$ cat config.mk
export PLATFORM = sky130hd
export DESIGN_NAME = uns_6x3_div
export DESIGN_NICKNAME = d
export VERILOG_FILES = /design/src/rtl/uns_6x3_div.sv
export SDC_FILE = /design/constraint.sdc
export NUM_CORES = 1
export LEC_CHECK = 0
export ABC_CLOCK_PERIOD_IN_PS = 3530
export CAP_MARGIN = 10
export CORE_ASPECT_RATIO = 0.5
export CORE_UTILIZATION = 45
export DETAILED_ROUTE_END_ITERATION = 8
export HOLD_SLACK_MARGIN = 0.05
export PLACE_DENSITY = 0.68
export SLEW_MARGIN = 20
export SYNTH_ARGS = -nofsm -noshare
export SYNTH_HDL_FRONTEND = slang
export SYNTH_SLANG_ARGS = --single-unit
$ cat constraint.sdc
create_clock -name SYS_CLOCK -period 3.53 [get_ports SYS_CLOCK]
set_clock_uncertainty 0.05 [all_clocks]
set_input_delay 0.706 -clock SYS_CLOCK [delete_from_list [all_inputs] [get_ports SYS_CLOCK]]
set_output_delay 0.706 -clock SYS_CLOCK [all_outputs]
set_load 0.01 [all_outputs]
$ cat src/rtl/uns_6x3_div.sv
`default_nettype none
// ============================================================================
// Module      : uns_6x3_div
// Description : Unsigned 6-bit / 3-bit divider by repeated subtraction with a
//               START/DONE handshake.
// Revision    : 1.0 - initial release
// ============================================================================
module uns_6x3_div #(
  parameter int DIVIDEND_WIDTH = 6,
  parameter int DIVISOR_WIDTH  = 3
) (
  input  logic                      SYS_CLOCK,
  input  logic                      SYS_RESET,
  input  logic                      START,
  input  logic [DIVIDEND_WIDTH-1:0] DIVIDEND,
  input  logic [DIVISOR_WIDTH-1:0]  DIVISOR,
  output logic [DIVIDEND_WIDTH-1:0] QUOTIENT,
  output logic [DIVISOR_WIDTH-1:0]  REMAINDER,
  output logic                      BUSY,
  output logic                      DONE,
  output logic                      DIV_ZERO
);

  typedef enum logic [1:0] {
    S_IDLE  = 2'd0,
    S_CHECK = 2'd1,
    S_SUB   = 2'd2,
    S_DONE  = 2'd3
  } state_t;

  localparam logic [DIVIDEND_WIDTH-1:0] c_q_one  = DIVIDEND_WIDTH'(1);
  localparam logic [DIVIDEND_WIDTH-1:0] c_q_ones = '1;

  state_t                    r_state;
  logic [DIVIDEND_WIDTH-1:0] r_n;
  logic [DIVISOR_WIDTH-1:0]  r_d;
  logic [DIVIDEND_WIDTH-1:0] r_q;

  logic [DIVIDEND_WIDTH-1:0] w_d_ext;
  logic                      w_n_ge_d;

  // Divisor is widened so compare and subtract happen at dividend width.
  assign w_d_ext  = {{(DIVIDEND_WIDTH-DIVISOR_WIDTH){1'b0}}, r_d};
  assign w_n_ge_d = (r_n >= w_d_ext);

  assign BUSY = (r_state != S_IDLE);
  assign DONE = (r_state == S_DONE);

  always_ff @(posedge SYS_CLOCK or posedge SYS_RESET) begin
    if (SYS_RESET) begin
      r_state   <= S_IDLE;
      r_n       <= '0;
      r_d       <= '0;
      r_q       <= '0;
      QUOTIENT  <= '0;
      REMAINDER <= '0;
      DIV_ZERO  <= 1'b0;
    end else begin
      case (r_state)
        S_IDLE: begin
          if (START) begin
            r_n     <= DIVIDEND;
            r_d     <= DIVISOR;
            r_q     <= '0;
            r_state <= S_CHECK;
          end
        end
        S_CHECK: begin
          if (r_d == '0) begin
            QUOTIENT  <= c_q_ones;
            REMAINDER <= '0;
            DIV_ZERO  <= 1'b1;
            r_state   <= S_DONE;
          end else begin
            r_state <= S_SUB;
          end
        end
        S_SUB: begin
          if (w_n_ge_d) begin
            r_n <= r_n - w_d_ext;
            r_q <= r_q + c_q_one;
          end else begin
            // Running remainder is below the divisor here, so truncation is exact.
            QUOTIENT  <= r_q;
            REMAINDER <= r_n[DIVISOR_WIDTH-1:0];
            DIV_ZERO  <= 1'b0;
            r_state   <= S_DONE;
          end
        end
        S_DONE: begin
          r_state <= S_IDLE;
        end
        default: begin
          r_state <= S_IDLE;
        end
      endcase
    end
  end

endmodule
`default_nettype wire

==> impl_metrics.env <==
export IMPL_average_cell_area_after_synthesis_um2=9.79
export IMPL_power_leakage_nw=0.827
export IMPL_netlist_instances=163
export IMPL_final_hold_violation_count=0
export IMPL_design_die_area_um2=3800
export IMPL_grt_antenna_before_repair=0
export IMPL_pin_count=24
export IMPL_comb_power_share=0.588
export IMPL_grt_pass1_vias=1243
export IMPL_critical_path_startpoint_type="flip-flop"
export IMPL_track_usage=0.215
export IMPL_design_core_area_um2=3190
export IMPL_timing_critical_path_slowest_cell_delay_ps=460
export IMPL_final_antenna_net_count=0
export IMPL_pwr_density_cell_nw_per_um2=902
export IMPL_synth_top_cells_by_count="sky130_fd_sc_hd__dfrtp_1 (27), sky130_fd_sc_hd__inv_1 (18), sky130_fd_sc_hd__nand2_1 (11)"
export IMPL_post_route_worst_setup_slack_ps=911
export IMPL_ranking_of_synthesized_cells_by_area="sky130_fd_sc_hd__dfrtp_1 (42%), sky130_fd_sc_hd__ha_1 (7.1%), sky130_fd_sc_hd__inv_1 (4.2%)"
export IMPL_drc=0
export IMPL_intPower_w=0.000982
export IMPL_ys_warnings_count=0
export IMPL_synthDominantCellAreaShare=0.424
export IMPL_summed_negative_setup_slack_over_all_endpoints_ps=0
export IMPL_crit_path_max_fanout=8
export IMPL_share_of_the_cycle_needed_by_the_critical_path_after_routing=0.742
export IMPL_cap_viol_max_count=0
export IMPL_cp_cell_sequence="inv_1 > ha_1 > inv_1 > fa_1 > a21o_1 > or3_4 > o21ai_4 > mux2_4"
export IMPL_maxSlewViolCount=0
export IMPL_sw_frac_of_total=0.438
export IMPL_r2r_setup_slack_ps=910
export IMPL_tritoncts="yes"
export IMPL_tightestPinTransition_ps=790
export IMPL_area_sequential_um2=676
export IMPL_count_of_nets_after_finishing=212
export IMPL_die_height_um=44.1
export IMPL_synthesis_nets=185
export IMPL_place_ws_ps=947
export IMPL_final_period_minus_worst_setup_slack_ps=2620
export IMPL_diodes=0
export IMPL_post_route_util=0.608
export IMPL_grt_overflow_total=0
export IMPL_grt_max_degree=28
export IMPL_io_buffers=23
export IMPL_async_reset_ff_frac=1.00
export IMPL_wirelength_um=3610
export IMPL_crit_arrival_ps=2740
export IMPL_crit_reg2reg_capture="r_n[2]"
export IMPL_first_pass_grt_wire_length_um=6050
export IMPL_relSlewSlack=0.466
export IMPL_critical_path_n_buffers_inverters=2
export IMPL_beginning_of_the_worst_register_to_register_path="r_n[0]"
export IMPL_cts_sinks=27
export IMPL_p_sw_w=0.000766
export IMPL_synth_edf_count=0
export IMPL_initial_utilization=0.500
export IMPL_power_sequential_fraction=0.304
export IMPL_area_growth_syn_to_layout_pct=21.4
export IMPL_library_cell_occupying_the_most_area_in_the_post_synthesis_netlist="sky130_fd_sc_hd__dfrtp_1"
export IMPL_filler_cell_count=278
export IMPL_hold_removal_path_class="reg2reg"
export IMPL_timing_critical_path_to_type="flip-flop"
export IMPL_timing_hold_worst_endpoint="QUOTIENT[5]"
export IMPL_cts_repair_timing_setup_buffer_count=0
export IMPL_top_flip_flop_cell_by_instance_count_after_synthesis="sky130_fd_sc_hd__dfrtp_1"
export IMPL_cpLargestDelayFamily="compound AO/OA/AOI/OAI gates"
export IMPL_first_pass_iters=4
export IMPL_detailroute_via_count=1318
export IMPL_die_w_um=86.2
export IMPL_detail_route_iter0_violations=75
export IMPL_cts_root_buffer="sky130_fd_sc_hd__clkbuf_8"
export IMPL_multi_input_comb_area_um2=825
export IMPL_synth_seq_area_share=0.424
export IMPL_clk_pin_slew_ps=100
export IMPL_worst_ep_required_time_ps=3660
export IMPL_r2r_cells=8
export IMPL_status="finished, final reports clean"
export IMPL_hold_path_startpoint="QUOTIENT[5]"
export IMPL_critical_path_top_cell_by_count="sky130_fd_sc_hd__inv_1"
export IMPL_routed_wire_length_per_instance_um=15.2
export IMPL_min_delay_path_depth=1
export IMPL_yosysUniqueCellTypes=42
export IMPL_clkLatencyLatePin_ps=280
export IMPL_number_of_gates_resized_after_cts=0
export IMPL_crit_type="reg2reg"
export IMPL_timing_final_setup_violations=0
export IMPL_synth_most_common_cell="sky130_fd_sc_hd__dfrtp_1"
export IMPL_tritoncts_buffer_count=3
export IMPL_critical_path_slowest_cell="sky130_fd_sc_hd__or3_4"
export IMPL_cts_max_level=1
export IMPL_final_layout_size_suffix_gt1_frac=0.101
export IMPL_rsz0062_at_grt="no"
export IMPL_synthesis_area_um2=1600
export IMPL_floorplan_rows=14
export IMPL_irDropWorstVdd_mv=0.457
export IMPL_synth_seq_cells=27
export IMPL_numPlacedInstances=233
export IMPL_clock_power_share=0.108
export IMPL_max_freq_mhz=382
export IMPL_route_detailed_vias_per_inst=5.56
export IMPL_place_congestion=0.825
export IMPL_ctsHoldBuffers=0
export IMPL_clock_path_buffers=2
export IMPL_place_hpwl_um=2710
export IMPL_layout_cells_non_filler=237
-- cell families after synthesis --
kind of cell             after synthesis  synth area share
AO/OA/AOI/OAI                         46             0.198
flip-flops                            27             0.424
XOR/XNOR                               1           0.00549
adder cells (fa/ha/maj)               10            0.0831
multiplexers                          11            0.0792
AND/OR/NAND/NOR                       45             0.151
buffers and inverters                 23            0.0596
-- sequential cells by signal, summed over array words and instances, names as in the netlist --
register   cells
DIV_ZERO       1
QUOTIENT       6
REMAINDER      3
r_d            3
r_n            6
r_q            6
r_state        2
-- stage by stage --
step                      hold WS [ps]  power, W  cell area [µm²]
after floorplan                    427   0.00126             1600
after CTS                          469   0.00175             1940
after global routing               499   0.00189             1940
final                              461   0.00175             1940
after global placement             422   0.00153             1890
after detailed placement           442   0.00156             1890
-- cell type report --
class                   instances  area share
multi-input cells             113       0.426
flip-flops and latches         27       0.349
repair buffers                 27       0.134
inverters                      18      0.0349
well taps                      48      0.0310
clock buffers                   3      0.0213
clock inverters                 1     0.00388
-- power groups by stage --
stage | combinational (W) | sequential [W] | clock, W
floorplan | 0.000732 | 0.000527 | 0
global placement | 0.00100 | 0.000530 | 0
detailed placement | 0.00102 | 0.000538 | 0
CTS | 0.00103 | 0.000533 | 0.000191
global route | 0.00114 | 0.000550 | 0.000206
finish | 0.00103 | 0.000532 | 0.000189
-- routing by layer --
| metal | track usage | vias to the layer above | share of wire |
|---|---|---|---|
| met5 | 0 | - | 0 |
| met4 | 0.0400 | 0 | 0.0022 |
| met3 | 0.0578 | 2 | 0.045 |
| met2 | 0.329 | 29 | 0.43 |
| met1 | 0.311 | 644 | 0.52 |
| li1 | - | 643 | - |
-- how the worst max path moves through the flow --
stage	slack [ps]	cells past startpoint	to	from
after floorplan	1080	9	r_n[2]	r_n[0]
after global placement	990	8	r_q[0]	r_n[0]
after detailed placement	950	8	r_n[2]	r_n[0]
after CTS	930	8	r_n[2]	r_n[0]
after global routing	670	8	r_q[4]	r_n[0]
final	910	8	r_n[2]	r_n[0]
-- layout by cell type, fill, tap and decap left out, drive strengths merged, types with 4 or more instances in the layout --
| cell | Yosys | layout |
|---|---|---|
| a21oi | 10 | 10 |
| a31oi | 4 | 4 |
| buf | 4 | 4 |
| clkdlybuf4s50 | 0 | 23 |
| dfrtp | 27 | 27 |
| ha | 9 | 9 |
| inv | 18 | 18 |
| mux2 | 7 | 7 |
| mux2i | 4 | 4 |
| nand2 | 11 | 11 |
| nand2b | 4 | 4 |
| nand3 | 7 | 7 |
| nor2 | 8 | 8 |
| o21ai | 8 | 8 |
| o22ai | 5 | 5 |
| or3 | 5 | 5 |
(Power assumes the default switching activity.)
